[src/rtl/trap_request_arbiter_pkg.sv]
// Shared definitions for the trap request arbiter: FSM state encoding,
// default machine-interrupt cause values and CSR bit positions.
package trap_request_arbiter_pkg;

   // Arbiter FSM states
   typedef enum logic [1:0] {
      ST_IDLE     = 2'd0,
      ST_WAIT_ACK = 2'd1,
      ST_IN_TRAP  = 2'd2
   } state_t;

   // Default mcause values for machine-level interrupts (interrupt bit set)
   localparam logic [31:0] CAUSE_MSI_DEFAULT = 32'h8000_0003;
   localparam logic [31:0] CAUSE_MTI_DEFAULT = 32'h8000_0007;
   localparam logic [31:0] CAUSE_MEI_DEFAULT = 32'h8000_000B;

   // Enable bit positions in mie and mstatus
   localparam int MIE_MSI_BIT     = 3;
   localparam int MIE_MTI_BIT     = 7;
   localparam int MIE_MEI_BIT     = 11;
   localparam int MSTATUS_MIE_BIT = 3;

   // Width of the synchronous exception code from the pipeline
   localparam int EXC_CODE_W = 5;

endpackage

[src/rtl/trap_request_arbiter_irq_synchronizer.sv]
// Single-bit flop chain that brings one asynchronous interrupt line into the
// clk domain. STAGES is expected to be 2 or 3.
module irq_synchronizer #(
   parameter int STAGES = 2
) (
   input  logic clk,
   input  logic rst,
   input  logic d,
   output logic q
);

   logic [STAGES-1:0] chain;

   // Shift the raw line through the chain; reset clears every stage
   always_ff @(posedge clk or posedge rst) begin
      if (rst) begin
         chain <= '0;
      end else begin
         // NOTE: non-blocking assignment so every stage samples its
         // predecessor's old value and the chain really is STAGES deep.
         chain <= {chain[STAGES-2:0], d};
      end
   end

   assign q = chain[STAGES-1];

endmodule

[src/rtl/trap_request_arbiter.sv]
// Trap request arbiter: prioritises synchronous exceptions over machine
// interrupts, registers one cause/PC pair for the exception handler, holds
// the request until the handler acknowledges, and stalls the pipeline until
// the handler has finished the trap.
module trap_request_arbiter
   import trap_request_arbiter_pkg::*;
#(
   parameter int             XLEN        = 32,
   parameter int             SYNC_STAGES = 2,
   parameter logic [XLEN-1:0] CAUSE_MSI  = XLEN'(CAUSE_MSI_DEFAULT),
   parameter logic [XLEN-1:0] CAUSE_MTI  = XLEN'(CAUSE_MTI_DEFAULT),
   parameter logic [XLEN-1:0] CAUSE_MEI  = XLEN'(CAUSE_MEI_DEFAULT)
) (
   input  logic                  clk,
   input  logic                  rst,
   input  logic                  exc_valid,
   input  logic [EXC_CODE_W-1:0] exc_code,
   input  logic [XLEN-1:0]       exc_pc,
   input  logic [XLEN-1:0]       irq_pc,
   input  logic                  irq_sw,
   input  logic                  irq_timer,
   input  logic                  irq_ext,
   input  logic                  mstatus_mie,
   input  logic [XLEN-1:0]       mie_csr,
   input  logic                  handling_flag,
   output logic                  exception,
   output logic [XLEN-1:0]       mcause_out,
   output logic [XLEN-1:0]       trap_pc_out,
   output logic                  trap_stall,
   output logic                  double_fault
);

   state_t          state;
   logic            sw_sync;
   logic            timer_sync;
   logic            ext_sync;
   logic [2:0]      pend;       // {MEI, MTI, MSI}
   logic [XLEN-1:0] irq_cause;

   irq_synchronizer #(.STAGES(SYNC_STAGES)) u_sync_sw (
      .clk (clk),
      .rst (rst),
      .d   (irq_sw),
      .q   (sw_sync)
   );

   irq_synchronizer #(.STAGES(SYNC_STAGES)) u_sync_timer (
      .clk (clk),
      .rst (rst),
      .d   (irq_timer),
      .q   (timer_sync)
   );

   irq_synchronizer #(.STAGES(SYNC_STAGES)) u_sync_ext (
      .clk (clk),
      .rst (rst),
      .d   (irq_ext),
      .q   (ext_sync)
   );

   // Interrupts that are both individually and globally enabled
   assign pend = {ext_sync, timer_sync, sw_sync}
               & {mie_csr[MIE_MEI_BIT], mie_csr[MIE_MTI_BIT], mie_csr[MIE_MSI_BIT]}
               & {3{mstatus_mie}};

   // Fixed interrupt priority: MEI > MSI > MTI
   always_comb begin
      // NOTE: default first so every path assigns irq_cause and no latch
      // is inferred when no interrupt is pending.
      irq_cause = '0;
      if (pend[2]) begin
         irq_cause = CAUSE_MEI;
      end else if (pend[0]) begin
         irq_cause = CAUSE_MSI;
      end else if (pend[1]) begin
         irq_cause = CAUSE_MTI;
      end
   end

   // Trap FSM with registered request, cause, PC, stall and error flag
   always_ff @(posedge clk or posedge rst) begin
      if (rst) begin
         state        <= ST_IDLE;
         exception    <= 1'b0;
         mcause_out   <= '0;
         trap_pc_out  <= '0;
         trap_stall   <= 1'b0;
         double_fault <= 1'b0;
      end else begin
         case (state)
            ST_IDLE: begin
               // A synchronous exception beats any interrupt; a losing
               // interrupt stays pending because its line is a level.
               if (exc_valid) begin
                  mcause_out  <= {{(XLEN-EXC_CODE_W){1'b0}}, exc_code};
                  trap_pc_out <= exc_pc;
                  exception   <= 1'b1;
                  trap_stall  <= 1'b1;
                  state       <= ST_WAIT_ACK;
               end else if (pend != 3'b000) begin
                  mcause_out  <= irq_cause;
                  trap_pc_out <= irq_pc;
                  exception   <= 1'b1;
                  trap_stall  <= 1'b1;
                  state       <= ST_WAIT_ACK;
               end
               // handling_flag here is a handler protocol error; ignored.
            end

            ST_WAIT_ACK: begin
               // Request, cause and PC stay put until the handler takes it
               if (exc_valid) begin
                  double_fault <= 1'b1;
               end
               if (handling_flag) begin
                  exception <= 1'b0;
                  state     <= ST_IN_TRAP;
               end
            end

            ST_IN_TRAP: begin
               // Nested exceptions cannot be serviced; flag and drop them
               if (exc_valid) begin
                  double_fault <= 1'b1;
               end
               // Returning to IDLE (not straight to a new request) forces at
               // least one exception=0 cycle between consecutive traps.
               if (!handling_flag) begin
                  trap_stall <= 1'b0;
                  state      <= ST_IDLE;
               end
            end

            default: begin
               exception  <= 1'b0;
               trap_stall <= 1'b0;
               state      <= ST_IDLE;
            end
         endcase
      end
   end

endmodule
[config.mk]
export PLATFORM = sky130hd
export DESIGN_NAME = trap_request_arbiter
export DESIGN_NICKNAME = d
export VERILOG_FILES = /design/src/rtl/trap_request_arbiter_pkg.sv /design/src/rtl/trap_request_arbiter_irq_synchronizer.sv /design/src/rtl/trap_request_arbiter.sv
export SDC_FILE = /design/constraint.sdc
export NUM_CORES = 1
export LEC_CHECK = 0
export BUFFER_PORTS_ARGS = -buffer_cell sky130_fd_sc_hd__buf_2
export CORE_ASPECT_RATIO = 1.5
export CORE_MARGIN = 2
export CORE_UTILIZATION = 42
export CTS_BUF_LIST = sky130_fd_sc_hd__clkbuf_4 sky130_fd_sc_hd__clkbuf_8 sky130_fd_sc_hd__clkbuf_16
export CTS_CLUSTER_DIAMETER = 80
export DETAILED_ROUTE_END_ITERATION = 7
export PLACE_DENSITY_LB_ADDON = 0.25
export SLEW_MARGIN = 20
export SYNTH_ARGS = -nofsm -noshare
export SYNTH_HDL_FRONTEND = slang
export SYNTH_SLANG_ARGS = --single-unit
[constraint.sdc]
create_clock -name clk -period 2.6 [get_ports clk]
set_clock_uncertainty 0.1 [all_clocks]
set_input_delay 0 -clock clk [delete_from_list [all_inputs] [get_ports clk]]
set_output_delay 0 -clock clk [all_outputs]
set_load 0.02 [all_outputs]
# == After elaboration in Yosys (flattened, before gate mapping) ==
# Index checks and enable logic that the tools add are counted.
# op_classes
n_eq_ne,5
muxes,18
n_bitwise,4
n_reduce_logical,9
# ops
cell,count
32-bit 2-to-1 mux,7
3-bit AND reduction,3
2-bit 2-to-1 mux,4
3-bit bitwise AND,2
1-bit one-hot mux with 3 select lines,2
2-bit one-hot mux with 3 select lines,1
1-bit 2-to-1 mux,4
2-bit != test (second input constant),2
2-bit AND reduction,2
3-bit != test (second input constant),1
3-bit nonzero test,1
2-bit by 1-bit == test with 1-bit output (second input constant),1
2-bit == test (second input constant),1
2-bit logical NOT,1
1-bit inverter,2
2-bit nonzero test,1
2-bit OR reduction,1
# word_totals
ff_bits,75
in_bits,109
out_inout_bits,67
elab_cells,45

# == Longest topological paths before layout ==
# depth
word_depth,7
depth_mapped,7
depth_no_buf,5

# == By module ==
# A second synthesis with hierarchy kept.
# unflattened
cells_unflattened,200
area_unflattened_um2,2656.3
# by_module_without_submodules
module,n_inst,cells_each,area_per_inst_um2,seq_area_each_um2
trap_request_arbiter,1,191,2494.9,1076.0
irq_synchronizer,3,3,53.8,50.0

# == Least setup slack after synthesis ==
# Ideal clock, no wire load.
# synth_path
kind,reg-to-reg
startpoint,register state[1]
endpoint,register trap_pc_out[0]
setup_ps,125
t_arrival_ps,1616
required_ps,2375
path_slack_ps,759
path_stages_with_launch,8
path_buffers,2
cell_sequence,dfrtp_1 > inv_1 > ha_1 > buf_2 > nand2_1 > o2bb2ai_4 > buf_6 > mux2_4
# synth_between
elab_chain_cells,2
# synth_lines
element,line_no,text
"start, declared",trap_request_arbiter.sv:33,state_t state;
"start signal, assigned",trap_request_arbiter.sv:83,state <= ST_IDLE;
"start signal, assigned",trap_request_arbiter.sv:99,state <= ST_WAIT_ACK;
"start signal, assigned",trap_request_arbiter.sv:105,state <= ST_WAIT_ACK;
2-bit logical NOT,trap_request_arbiter.sv:90,case (state)
2-bit AND reduction (no line),--,
"end signal, assigned",trap_request_arbiter.sv:96,trap_pc_out <= exc_pc;
"end signal, assigned",trap_request_arbiter.sv:102,trap_pc_out <= irq_pc;
"end, declared",trap_request_arbiter.sv:28,"output logic [XLEN-1:0] trap_pc_out,"
# Every way passes these cells.
# A chain may end at the register's enable or synchronous reset.

# == Worst setup path in the final report ==
# layout_path
startpoint,register state[1]
endpoint,register trap_pc_out[17]
# The elaborated chain is that of the path after synthesis.

==> qor.yml <==
status: "completed"
maxCapViolCount: 0
rsz0062_at_grt: "no"
yosysMostFrequentCell: "dfrtp_1"
criticalPathCategory: "reg2reg"
grt_max_degree: 50
cts_made_buffers: 5
grt_usage_pct: 20.4
clk_pin_slew_ns: 0.09
netlist_area_sq_um: 2650
setup.worst_path.start_class: "register"
finalCritPeriodShare_pct: 79.6
drtPass1Iterations: 4
post_cts_resized: 0
max_freq_mhz: 483
synth-edff-count: 0
grt_first_pass_wirelength_um: 10600
synth.distinct_cells: 30
fin_nets: 506
final.setup.tns_ns: 0
die_y_um: 101
drtAntennaViolNets: 0
max-slew-margin-rel_pct: 44.2
crit_path_end_kind: "register"
worstPathArrival_ns: 2.15
cts.htree.levels: 2
worstSkewPairLatency_ns: 0.29
start_util_pct: 43.1
worst_pin_slew_ns: 0.836
cts_root_buffer: "clkbuf_8"
area_delta_synth_final_pct: 54.3
post_drt_wl_per_cell_um: 14.2
critPathRequiredTime_ns: 2.68
antenna_found_initial: 0
p_per_area_nw_per_um2: 931
synth_area_leader_cell: "dfrtp_1"
cts_tree: "yes"
core_sq_um: 6130
vias_per_cell: 4.65
drt_iter0_markers: 52
yosys_warnings: 0
hold_path.class: "in2reg"
first_global_vias: 2358
setup_violations: 0
final-hold-violation-count: 0
gp_congestion: 0.670
report.final.slew_viol_count: 0
drc_errors: 0
overflow: 0
die_area_sq_um: 6960
synth-async-reset-ratio_pct: 100
drive_above_1_share_pct: 51.1
synth_cells: 197
p_leak_nw: 2.01
synth_area_per_cell_sq_um: 13.4
n_fill_cell: 477
rows: 35
hpwl_um: 3980
antenna_cells: 0
path_max_fanout: 26
ctsLongestPathBuffers: 2
synthTopCellsByCount: "49 x dfrtp_1, 40 x mux2_2, 27 x mux2_4, 26 x buf_4, 7 x inv_1"
ys_seq_area_share_pct: 46.4
ys_ff_latch: 49
peakVddDrop_uv: 663
synth.top_cell.area_share_pct: 46.4
holdWs_ns: 0.0917
ys.flop_type: "dfrtp_1"
drt_wl_total_um: 6640
synth.area.top_cells: "dfrtp_1 46%, mux2_2 17%, mux2_4 15%"
clock-sinks: 49
ios: 176
period_needed_ns: 2.07
io_buffers: 120
die_x_um: 68.8
num_vias: 2180
## worst paths after layout
path / startpoint / endpoint / slack, ns / cells past startpoint
setup / recovery: state[1]$_DFFE_PP0P_ / trap_pc_out[17]$_DFFE_PP0P_ / 0.53 / 6
hold / removal: mie_csr[11] / mcause_out[3]$_DFFE_PP0P_ / 0.09 / 4
hold reg to reg: u_sync_ext.chain[0]$_DFF_PP0_ / u_sync_ext.chain[1]$_DFF_PP0_ / 0.25 / 0
min in group asynchronous: rst / trap_pc_out[20]$_DFFE_PP0P_ / 0.30 / 3
max in group asynchronous: rst / trap_pc_out[15]$_DFFE_PP0P_ / 1.59 / 3
setup reg to reg: state[1]$_DFFE_PP0P_ / trap_pc_out[17]$_DFFE_PP0P_ / 0.53 / 6
## cell families (layout without fill, tap and decap cells)
kind of cell	after synthesis	in the layout	share of synthesized area, %
AND/OR/NAND/NOR	13	13	2.37
AO/OA/AOI/OAI	21	21	6.01
flip-flops	49	49	46.4
multiplexers	68	68	32.7
other	1	26	0.142
adder cells (fa/ha/maj)	3	3	1.42
buffers and inverters	42	215	11.0
## cells in the final DEF (no fill, tap or decap), types with 5 or more instances in the layout
cell type,Yosys,final
conb_1,1,26
mux2_2,40,40
clkbuf_8,0,6
nand2_1,5,5
mux2_4,27,27
a21oi_1,5,5
buf_2,4,120
dlygate4sd3_1,0,76
inv_1,7,6
dfrtp_1,49,49
## flip-flops by register name, indices dropped and copies added, names as in the netlist
| register | count |
|---|---|
| trap_pc_out | 32 |
| mcause_out | 6 |
| state | 2 |
| u_sync_ext.chain | 2 |
| u_sync_sw.chain | 2 |
| u_sync_timer.chain | 2 |
| double_fault | 1 |
| exception | 1 |
| trap_stall | 1 |
## repair_timing
item / CTS / global route
hold endpoints to repair: 91 / 0
buffers inserted: 0 / 0
hold buffers: 76 / 0
## stage by stage
stage,utilization (%),power [W],worst slack [ns],cells,instance area [sq um]
after floorplan,-,0.00263,0.759,222,2740
after global placement,52.2,0.00310,0.570,385,3200
after detailed placement,52.2,0.00313,0.531,385,3200
after CTS,66.5,0.00382,0.518,469,4080
after global routing,66.6,0.00403,0.415,469,4080
final,66.6,0.00380,0.530,469,4080
## per-layer routing
metal	vias up	global-route usage [%]	wire length, um
met5	-	0	0
met4	0	10.4	266
met3	24	3.67	337
met2	92	36.5	3690
met1	1038	22.1	2350
li1	1026	-	-
## critical path, stage by stage, from the launching register on
cell and delay, ns:
dfrtp_1 0.40, inv_1 0.11, ha_1 0.28, nand2_1 0.12, o2bb2ai_4 0.13, buf_4 0.42, mux2_2 0.38
## report_power, final
| group | total, W | leakage [nW] | internal [W] | switching [W] |
|---|---|---|---|---|
| sequential | 0.00127 | 0.574 | 0.00110 | 0.000175 |
| clock | 0.000561 | 0.0574 | 0.000313 | 0.000248 |
| combinational | 0.00197 | 1.38 | 0.000962 | 0.00100 |
## layout make-up
type | instances | area, sq um | share of cell area [%]
inverters | 7 | 27.5 | 0.675
well taps | 74 | 92.6 | 2.27
repair buffers | 200 | 1390 | 34.1
clock inverters | 2 | 37.5 | 0.920
flip-flops and latches | 49 | 1230 | 30.1
clock buffers | 6 | 82.6 | 2.02
multi-input cells | 131 | 1220 | 30.0
Power figures use the tool's default switching activity.
